**src/rtl/sample_fetch_ctl_if.sv**
```systemverilog
// Request, RAM-side and response signals of the sample fetch controller.
// The slave modport is the controller's view; the master modport is its environment.
interface sample_fetch_ctl_if #(
    parameter int ADDR_W   = 20,
    parameter int ID_W     = 6,
    parameter int FIFO_LG2 = 5
);
    logic                req_available;
    logic [ADDR_W-1:0]   address_in;
    logic [ID_W-1:0]     r_id_in;
    logic                flush;
    logic                ram_busy;
    logic [ADDR_W-1:0]   ram_addr;
    logic                ram_rd_en;
    logic [15:0]         ram_rd_data;
    logic [15:0]         data_out;
    logic [ID_W-1:0]     r_id_out;
    logic                data_ready;
    logic [FIFO_LG2:0]   fifo_count;
    logic                overflow;

    modport slave (
        input  req_available, address_in, r_id_in, flush, ram_busy, ram_rd_data,
        output ram_addr, ram_rd_en, data_out, r_id_out, data_ready, fifo_count, overflow
    );

    modport master (
        output req_available, address_in, r_id_in, flush, ram_busy, ram_rd_data,
        input  ram_addr, ram_rd_en, data_out, r_id_out, data_ready, fifo_count, overflow
    );
endinterface

```
**src/rtl/sample_fetch_ctl.sv**
```systemverilog
// Read controller between playback slots and sample RAM: request FIFO, registered RAM
// issue, and a tag pipe that pairs each returning RAM word with its slot id.
module sample_fetch_ctl #(
    parameter int ADDR_W   = 20,
    parameter int ID_W     = 6,
    parameter int FIFO_LG2 = 5,
    parameter int RAM_LAT  = 2
) (
    input  logic                 clk,
    input  logic                 reset,
    sample_fetch_ctl_if.slave    bus
);
    localparam int DEPTH = 1 << FIFO_LG2;
    localparam logic [FIFO_LG2:0]   FULL_CNT = (FIFO_LG2+1)'(DEPTH);
    localparam logic [FIFO_LG2:0]   CNT_ONE  = (FIFO_LG2+1)'(1);
    localparam logic [FIFO_LG2-1:0] PTR_ONE  = FIFO_LG2'(1);

    logic [ADDR_W+ID_W-1:0] fifo_mem [DEPTH];

    logic [FIFO_LG2-1:0] wr_ptr_q, wr_ptr_d;
    logic [FIFO_LG2-1:0] rd_ptr_q, rd_ptr_d;
    logic [FIFO_LG2:0]   count_q, count_d;
    logic                overflow_q, overflow_d;
    logic                ram_rd_en_q, ram_rd_en_d;
    logic [ADDR_W-1:0]   ram_addr_q, ram_addr_d;
    logic [ID_W-1:0]     issue_id_q, issue_id_d;
    logic [RAM_LAT-1:0]  tag_vld_q, tag_vld_d;
    logic [ID_W-1:0]     tag_id_q [RAM_LAT];
    logic [ID_W-1:0]     tag_id_d [RAM_LAT];
    logic                data_ready_q, data_ready_d;
    logic [15:0]         data_out_q, data_out_d;
    logic [ID_W-1:0]     r_id_out_q, r_id_out_d;

    logic                empty, full, push, pop;
    logic [ADDR_W+ID_W-1:0] head;

    // FIFO control; a flush re-bases the read pointer onto the write pointer.
    always_comb begin
        empty    = (count_q == '0);
        full     = (count_q == FULL_CNT);
        head     = fifo_mem[rd_ptr_q];
        pop      = !empty && !bus.ram_busy && !bus.flush;
        push     = bus.req_available && (bus.flush || !full || pop);
        wr_ptr_d = wr_ptr_q;
        rd_ptr_d = rd_ptr_q;
        count_d  = count_q;
        if (push)
            wr_ptr_d = wr_ptr_q + PTR_ONE;
        if (bus.flush) begin
            rd_ptr_d = wr_ptr_q;
            count_d  = push ? CNT_ONE : '0;
        end else begin
            if (pop)
                rd_ptr_d = rd_ptr_q + PTR_ONE;
            if (push && !pop)
                count_d = count_q + CNT_ONE;
            else if (!push && pop)
                count_d = count_q - CNT_ONE;
        end
        overflow_d  = overflow_q | (bus.req_available & ~push);
        ram_rd_en_d = pop;
        ram_addr_d  = ram_addr_q;
        issue_id_d  = issue_id_q;
        if (pop) begin
            ram_addr_d = head[ID_W +: ADDR_W];
            issue_id_d = head[ID_W-1:0];
        end
    end

    // Stage 0 follows the registered read strobe, so the tail lines up with ram_rd_data.
    always_comb begin
        tag_vld_d    = '0;
        tag_id_d     = tag_id_q;
        tag_vld_d[0] = ram_rd_en_q & ~bus.flush;
        tag_id_d[0]  = issue_id_q;
        for (int i = 1; i < RAM_LAT; i++) begin
            tag_vld_d[i] = tag_vld_q[i-1] & ~bus.flush;
            tag_id_d[i]  = tag_id_q[i-1];
        end
        data_ready_d = tag_vld_q[RAM_LAT-1] & ~bus.flush;
        data_out_d   = data_ready_d ? bus.ram_rd_data : data_out_q;
        r_id_out_d   = data_ready_d ? tag_id_q[RAM_LAT-1] : r_id_out_q;
    end

    always_ff @(posedge clk) begin
        if (push)
            fifo_mem[wr_ptr_q] <= {bus.address_in, bus.r_id_in};
    end

    always_ff @(posedge clk or posedge reset) begin
        if (reset) begin
            wr_ptr_q     <= '0;
            rd_ptr_q     <= '0;
            count_q      <= '0;
            overflow_q   <= 1'b0;
            ram_rd_en_q  <= 1'b0;
            ram_addr_q   <= '0;
            issue_id_q   <= '0;
            tag_vld_q    <= '0;
            for (int i = 0; i < RAM_LAT; i++)
                tag_id_q[i] <= '0;
            data_ready_q <= 1'b0;
            data_out_q   <= '0;
            r_id_out_q   <= '0;
        end else begin
            wr_ptr_q     <= wr_ptr_d;
            rd_ptr_q     <= rd_ptr_d;
            count_q      <= count_d;
            overflow_q   <= overflow_d;
            ram_rd_en_q  <= ram_rd_en_d;
            ram_addr_q   <= ram_addr_d;
            issue_id_q   <= issue_id_d;
            tag_vld_q    <= tag_vld_d;
            tag_id_q     <= tag_id_d;
            data_ready_q <= data_ready_d;
            data_out_q   <= data_out_d;
            r_id_out_q   <= r_id_out_d;
        end
    end

    assign bus.ram_addr   = ram_addr_q;
    assign bus.ram_rd_en  = ram_rd_en_q;
    assign bus.data_out   = data_out_q;
    assign bus.r_id_out   = r_id_out_q;
    assign bus.data_ready = data_ready_q;
    assign bus.fifo_count = count_q;
    assign bus.overflow   = overflow_q;
endmodule
```
**src/flat_wrapper.sv**
```systemverilog
// flat-port wrapper written by rule: the top's interface ports become plain ports
module sample_fetch_ctl_flat 
#(
    parameter int ADDR_W   = 20,
    parameter int ID_W     = 6,
    parameter int FIFO_LG2 = 5,
    parameter int RAM_LAT  = 2
)
  (clk, reset, bus_req_available, bus_address_in, bus_r_id_in, bus_flush, bus_ram_busy, bus_ram_rd_data, bus_ram_addr, bus_ram_rd_en, bus_data_out, bus_r_id_out, bus_data_ready, bus_fifo_count, bus_overflow);
  sample_fetch_ctl_if #(.ADDR_W(ADDR_W), .ID_W(ID_W), .FIFO_LG2(FIFO_LG2)) bus_i ();
  input  logic clk;
  input  logic reset;
  input wire logic [$bits(bus_i.req_available)-1:0] bus_req_available;
  input wire logic [$bits(bus_i.address_in)-1:0] bus_address_in;
  input wire logic [$bits(bus_i.r_id_in)-1:0] bus_r_id_in;
  input wire logic [$bits(bus_i.flush)-1:0] bus_flush;
  input wire logic [$bits(bus_i.ram_busy)-1:0] bus_ram_busy;
  input wire logic [$bits(bus_i.ram_rd_data)-1:0] bus_ram_rd_data;
  output wire logic [$bits(bus_i.ram_addr)-1:0] bus_ram_addr;
  output wire logic [$bits(bus_i.ram_rd_en)-1:0] bus_ram_rd_en;
  output wire logic [$bits(bus_i.data_out)-1:0] bus_data_out;
  output wire logic [$bits(bus_i.r_id_out)-1:0] bus_r_id_out;
  output wire logic [$bits(bus_i.data_ready)-1:0] bus_data_ready;
  output wire logic [$bits(bus_i.fifo_count)-1:0] bus_fifo_count;
  output wire logic [$bits(bus_i.overflow)-1:0] bus_overflow;
  assign bus_i.req_available = bus_req_available;
  assign bus_i.address_in = bus_address_in;
  assign bus_i.r_id_in = bus_r_id_in;
  assign bus_i.flush = bus_flush;
  assign bus_i.ram_busy = bus_ram_busy;
  assign bus_i.ram_rd_data = bus_ram_rd_data;
  assign bus_ram_addr = bus_i.ram_addr;
  assign bus_ram_rd_en = bus_i.ram_rd_en;
  assign bus_data_out = bus_i.data_out;
  assign bus_r_id_out = bus_i.r_id_out;
  assign bus_data_ready = bus_i.data_ready;
  assign bus_fifo_count = bus_i.fifo_count;
  assign bus_overflow = bus_i.overflow;
  sample_fetch_ctl #(.ADDR_W(ADDR_W), .ID_W(ID_W), .FIFO_LG2(FIFO_LG2), .RAM_LAT(RAM_LAT)) u_core (.clk(clk), .reset(reset), .bus(bus_i));
endmodule
```
**config.mk**
```make
export PLATFORM = sky130hd
export DESIGN_NAME = sample_fetch_ctl_flat
export DESIGN_NICKNAME = d
export VERILOG_FILES = /design/src/rtl/sample_fetch_ctl_if.sv /design/src/rtl/sample_fetch_ctl.sv /design/src/flat_wrapper.sv
export SDC_FILE = /design/constraint.sdc
export NUM_CORES = 1
export LEC_CHECK = 0
export BUFFER_PORTS_ARGS = -buffer_cell sky130_fd_sc_hd__buf_2
export CAP_MARGIN = 40
export CORE_MARGIN = 3
export CORE_UTILIZATION = 62
export DETAILED_ROUTE_END_ITERATION = 8
export PLACE_DENSITY = 0.79
export SYNTH_ARGS = -nofsm -noshare
export SYNTH_HDL_FRONTEND = slang
export SYNTH_SLANG_ARGS = --single-unit
```
**constraint.sdc**
```tcl
create_clock -name clk -period 3.9 [get_ports clk]
set_clock_uncertainty 0.15 [all_clocks]
set_input_delay 0.78 -clock clk [delete_from_list [all_inputs] [get_ports clk]]
set_output_delay 0.78 -clock clk [all_outputs]
set_load 0.05 [all_outputs]
```
==> metrics.txt, run 1 <==
status=complete, no violations; Startpoint Class=flop; critical path class=reg2reg; power density cells=735 nW/µm²; Antenna diodes=0; Mapped Avg Cell Area=approximately 18 µm²; register area share after synthesis=75.4%; design area=40700 µm²; CTS tree=done; TritonCTS Sinks=around 910; routability cong.=0.838; ys flop type=edfxtp_1; GRT Max-Usage Layer=met2; Post-synth EDFFs=832; CP Capture Type=flop; synthesized area=35800 µm²; Max Freq=0.318 GHz; crit-path max FO=7; post-layout minimum cycle time=3.15 ns; first-pass GRT wire length=122000 µm; number of remaining DRC errors=0; Multi-input gate area=8330 µm²; fin nets=approximately 2200; # fillers=~3300; leading cell types in the layout, fill and taps excluded=832 x edfxtp_1, 417 x mux2i_1, 104 x a22oi_1; Core Box Area=56800 µm²; final core occ=71.6%; Avg WL per Cell=about 28 µm; # rows=87; initial antenna violation count=0; Worst-path clk slew=~0.060 ns; vias in the first global route=19200; Worst-Margin Slew=just over 0.9 ns; HP Class=in2async; via count=19200; DRT Pass-1 Iters=7; Synth cell types=49; commonest non-fill, non-tap cell in the layout=edfxtp_1; wirelength, routed=between 80000 and 90000 µm; met1 Track Usage GR=38.3%; setup tns final=0 ns; crit-path cells=nor3_2, a21boi_0, o31ai_2, ha_1, a211oi_1, o21bai_1, a21oi_1, xnor2_1, nor3b_1, a221o_1; peak supply drop=0.000660 V; max cap viols=0; crit-path max cell delay=approximately 0.50 ns; Die Width=between 200 and 250 µm; Slew Viols, Final=0; Num CTS Buffers=89; area grow syn2layout=13.6%; non-filler cells, final=roughly 3000; Synth async-reset ratio=8.87%; # IOs=98; leakage=0.0144 µW; Hold Vio Cnt, Final=0; Final Hold Slack=0.169 ns; placed cells=roughly 2800; port bufs=97; RSZ-0062 raised after global routing=false; Setup Fix Bufs, Post-CTS=0; Routed Antenna Nets=0; fin crit share=between 80% and 90%; synthesis warning total=0; H-Tree Level Count=3; Starting Density=63.1%; Yosys reg bits=913; Clk Latency, worst-skew pair=0.64 ns; largest net degree at the start of global routing=80; setup violators final=0; Register Area=27000 µm²; Post-DP HPWL=48400 µm; WP data required=4.26 ns; Mapped Cells=slightly below 2000; layout cell share with drive strength beyond 1=19.1%; cts repair resizes=0; clk buf depth=3; slew margin rel.=39.3%; clock root cell=clkbuf_16; slowest CP cell=o31ai_2; GRT met3 Usage=4.83%; WP data arrival=3.51 ns; hold-fix buffers at CTS=0; Mapped Nets=slightly above 2000; Post-DP Area=37900 µm²; M2 GR Usage=44.4%; vias per std cell=6.51; Die ar.=around 61000 µm²; GRT overflow=0; gr usage total=27.2%; 1st-iter DRT viols=2173; die span in y=246 µm
[where the power goes]
| part | switching, µW | internal [µW] |
|---|---|---|
| Clock | 3530 | 4840 |
| Combinational | 5990 | 3360 |
| Sequential | 592 | 11600 |
| Total | 10100 | 19800 |
[kinds of logic after synthesis]
kind of cell	Yosys count	synth area share, %
compound gates	340	8.08
xor+xnor	12	0.293
fa+ha+maj	10	0.370
buf+inv	132	2.15
flops	913	75.4
mux	440	12.4
simple gates	112	1.39
[layer usage]
metal	routed length, µm	vias up
met4	1960	0
met2	40400	964
li1	-	8218
met1	32600	9838
met5	0	-
met3	6720	143
[worst paths after layout]
path | start | to | slack (ns) | depth (start not counted)
min in group clk | u_core.tag_id_d[2]$_DFF_PP0_ | u_core.tag_id_q[2]$_DFF_PP0_ | 0.20 | 0
worst min-delay path | reset | u_core.bus.data_out[3]$_DFFE_PP0P_ | 0.17 | 2
worst max-delay path | u_core.bus.fifo_count[0]$_DFFE_PP0P_ | u_core.bus.fifo_count[5]$_DFFE_PP0P_ | 0.75 | 10
worst min register to register | u_core.tag_id_d[2]$_DFF_PP0_ | u_core.tag_id_q[2]$_DFF_PP0_ | 0.20 | 0
max in group asynchronous | reset | u_core.tag_id_d[1]$_DFF_PP0_ | 2.65 | 3
worst max register to register | u_core.bus.fifo_count[0]$_DFFE_PP0P_ | u_core.bus.fifo_count[5]$_DFFE_PP0P_ | 0.75 | 10
[synth_stat cells (all sizes together), types with 7 or more instances]
master	n	area (µm²)
dfrtp	81	2030
o21ai	8	40.0
a21oi	56	280
inv	8	30.0
nor2	39	146
a221oi	52	624
a22o	52	455
ha	9	113
buf	73	542
o22ai	26	163
nand2	46	173
edfxtp	832	25000
mux2	23	259
xnor2	7	61.3
a22oi	104	781
mux2i	417	4170
clkbuf	51	199
o41ai	27	432
[worst max-delay path, delay by kind of cell, from the launching register on]
kind                       cells  cell delay (ns)
AOI/OAI and AO/OA              6             1.55
xor gates and xnor gates       1             0.16
adders and majority gates      1             0.36
DFF                            1             0.45
and+or+nand+nor                2             0.35
[layout make-up]
type | instances | area share [%]
flip-flops and latches | 913 | 66.4
multi-input cells | 914 | 20.5
clock buffers | 126 | 6.09
repair buffers | 186 | 3.75
well taps | 756 | 2.32
clock inverters | 39 | 0.931
inverters | 8 | 0.0799
[metrics by stage]
step           setup slack, ns  power [µW]
2_1_floorplan            0.545       18700
3_3_place_gp             0.588       21200
3_5_place_dp             0.565       21500
4_1_cts                  0.755       29900
5_1_grt                  0.491       30900
6_report                 0.753       29900
[sequential cells by signal (all words and copies together), names as in the netlist]
name                   cells
u_core.fifo_mem          832
u_core.bus.ram_addr       20
u_core.bus.data_out       16
u_core.bus.fifo_count      6
u_core.bus.r_id_out        6
u_core.issue_id_q          6
u_core.tag_id_d            6
u_core.tag_id_q            6
u_core.rd_ptr_q            5
u_core.wr_ptr_q            5
u_core.tag_vld_q           2
u_core.bus.data_ready      1
u_core.bus.overflow        1
u_core.bus.ram_rd_en       1
Note: power is estimated with default switching activity, not from simulation.
==> inputs of run 2 (changes only) <==
--- a/config.mk
+++ b/config.mk
@@ -8,9 +8,9 @@
 export BUFFER_PORTS_ARGS = -buffer_cell sky130_fd_sc_hd__buf_2
 export CAP_MARGIN = 40
 export CORE_MARGIN = 3
-export CORE_UTILIZATION = 62
+export CORE_UTILIZATION = 56
 export DETAILED_ROUTE_END_ITERATION = 8
-export PLACE_DENSITY = 0.79
+export PLACE_DENSITY = 0.76
 export SYNTH_ARGS = -nofsm -noshare
 export SYNTH_HDL_FRONTEND = slang
 export SYNTH_SLANG_ARGS = --single-unit
==> constraint.sdc (replaced) <==
create_clock -name clk -period 2.8 [get_ports clk]
set_clock_uncertainty 0.15 [all_clocks]
set_input_delay 0.56 -clock clk [delete_from_list [all_inputs] [get_ports clk]]
set_output_delay 0.56 -clock clk [all_outputs]
set_load 0.05 [all_outputs]
==> run 2 against run 1 <==
Against the previous run: cell area increased by 3.2%; non-clock buffer count increased by 88; count of clock-buffer cells in the layout decreased by 8; largest power group unchanged.
==> metrics.txt, run 2 (synthesized netlist as in run 1, its figures left out) <==
gr usage total=24.6% (-2.5 points); Starting Density=56.7% (-6.4 points); clk buf depth=3 (unchanged); Post-DP HPWL=48200 µm (-0.43%); Die ar.=67100 µm² (+10%); vias per std cell=6.17 (-5.3%); largest net degree at the start of global routing=54 (-33%); TritonCTS Sinks=913 (unchanged); r2r endpoint=u_core.bus.fifo_count[5]$_DFFE_PP0P_; slew margin rel.=52.2% (+13 points); # fillers=3980 (+19%); Worst-Margin Slew=0.717 ns (-0.191 ns); status=complete, no violations; slowest CP cell=or3_4; worst hold start=bus_req_available; via count=19300 (+0.45%); Num CTS Buffers=89 (unchanged); CP Capture Type=flop; WP data required=3.18 ns (-1.08 ns); Antenna diodes=0 (unchanged); # rows=92 (+5.7%); peak supply drop=0.000784 V (+19%); Routed Antenna Nets=0 (unchanged); R2R depth=11 (+1); area grow syn2layout=17.2%; GRT overflow=0 (unchanged); RSZ-0062 raised after global routing=true; Clk Latency, worst-skew pair=0.65 ns (about the same); design area=42000 µm² (+3.2%); die span in y=259 µm (+5.1%); Slew Viols, Final=0 (unchanged); leakage=0.0150 µW (+3.8%); setup violators final=0 (unchanged); Die Width=259 µm (+5.1%); leading cell types in the layout, fill and taps excluded=832 x edfxtp_1, 417 x mux2i_1, 104 x a22oi_1; Max Freq=0.362 GHz (+14%); CTS tree=done; hold path depth=2; Startpoint Class=flop; RR Startpoint=u_core.bus.fifo_count[0]$_DFFE_PP0P_; wirelength, routed=82700 µm (+1.3%); first-pass GRT wire length=122000 µm (+0.37%); power density cells=1010 nW/µm² (+38%); Core Box Area=63200 µm² (+11%); vias in the first global route=19300 (+0.57%); Hold Vio Cnt, Final=0 (unchanged); hold endpoint=u_core.bus.overflow$_DFF_PP0_; # IOs=98 (unchanged); setup ws final=0.0356 ns (-0.718 ns); pre-CTS setup slack=-0.0976 ns (-0.662 ns); HP Class=in2reg; setup slack, reg-to-reg=0.04 ns (-0.72 ns); Worst-path clk slew=0.07 ns (about the same); H-Tree Level Count=3 (unchanged); crit-path max FO=4 (-3); routability cong.=0.867 (+3.4%); Largest Register=u_core.fifo_mem; clock root cell=clkbuf_16; fin crit share=98.7% (+18 points); WP data arrival=3.15 ns (-0.36 ns); DRT Pass-1 Iters=5 (-2); critical path class=reg2reg; 1st-iter DRT viols=1694 (-22%); number of remaining DRC errors=0 (unchanged); layout cell share with drive strength beyond 1=22.1% (+3.0 points); fin nets=2257 (+4.1%); port bufs=97 (unchanged); max cap viols=0 (unchanged); Avg WL per Cell=26.5 µm (-4.5%); max reg flops=832 (unchanged); post-layout minimum cycle time=2.76 ns (-0.382 ns); Final Hold Slack=0.101 ns (-0.0682 ns); Post-DP Area=38800 µm² (+2.5%); commonest non-fill, non-tap cell in the layout=edfxtp_1; initial antenna violation count=1 (+1); crit-path max cell delay=0.42 ns (-0.08 ns); crit-path cells=or3_4, nor3_4, o31ai_4, buf_4, ha_4, a211oi_2, o21bai_1, a21oi_2, xnor2_1, nor3b_1, a221o_1
-- run 2: cell count changes in the layout (fill, tap and decap cells not counted), sizes merged --
cell,change
buf,+71
bufinv,+1
clkbuf,-8
clkinv,+4
clkinvlp,+4
dlygate4sd3,+17
inv,+1
-- run 2: worst max path at each step --
stage,endpoint,depth (start not counted),slack [ns],from
after floorplan,u_core.fifo_mem[11][0]$_DFFE_PP_,7,-0.41,u_core.bus.fifo_count[0]$_DFFE_PP0P_
after global placement,u_core.bus.fifo_count[5]$_DFFE_PP0P_,10,-0.1,bus_ram_busy
after detailed placement,u_core.bus.fifo_count[5]$_DFFE_PP0P_,10,-0.1,bus_ram_busy
after CTS,u_core.bus.fifo_count[5]$_DFFE_PP0P_,10,0.01,u_core.bus.fifo_count[1]$_DFFE_PP0P_
after global routing,u_core.bus.fifo_count[4]$_DFFE_PP0P_,13,-0.06,u_core.bus.fifo_count[0]$_DFFE_PP0P_
final,u_core.bus.fifo_count[5]$_DFFE_PP0P_,11,0.04,u_core.bus.fifo_count[0]$_DFFE_PP0P_
-- run 2: through the flow --
step / util (%) / total power, µW / std cells / TNS [ns]
global route: 66.5 / 44000 / 3122 / -0.102
CTS: 66.3 / 42500 / 3117 / 0
finish: 66.5 / 42500 / 3122 / 0
global placement: 61.4 / 30200 / 2932 / -0.0951
detailed placement: 61.4 / 30600 / 2932 / -0.0976
floorplan: - / 26000 / 1959 / -270.12
-- run 2: area by class of cell --
cell class | count | area (µm²) | share of cell area, %
clock buffer | 118 | 2420 | 5.76
clock inverter | 49 | 520 | 1.24
inverter | 8 | 32.5 | 0.0774
multi-input combinational | 914 | 8400 | 20.0
sequential | 913 | 27000 | 64.3
tap | 846 | 1060 | 2.52
timing repair buffer | 274 | 2570 | 6.12
-- run 2: what timing repair did --
item,4_1_cts,5_1_grt
gates resized for setup,1,10
hold endpoints to repair,41,0
gates cloned,0,0
setup endpoints to repair,1,2
hold buffers,17,0
pin swaps,1,8
setup buffers,1,6
-- run 2: power breakdown --
group          switching, µW  leakage, µW  internal [µW]  total, µW
Clock                   5060      0.00142           6800      11900
Sequential               673      0.00849          16100      16800
Combinational           8480      0.00504           5320      13800
Total                  14200       0.0150          28300      42500
-- run 2: routing by layer --
layer | routed length [µm] | part of all wire [%] | GRT usage (%)
met5 | 0 | 0 | 0
met4 | 2340 | 2.8 | 8.58
met3 | 6810 | 8.2 | 4.37
met2 | 40900 | 49 | 41.1
met1 | 32700 | 40 | 33.0
-- run 2: critical path: cells and delay by family, from the launching register on --
kind | cells | cell delay (ns)
flip-flops | 1 | 0.40
buffers and inverters | 1 | 0.15
AO/OA/AOI/OAI | 5 | 0.85
XOR/XNOR | 1 | 0.15
AND/OR/NAND/NOR | 3 | 0.72
adder cells (fa/ha/maj) | 1 | 0.21
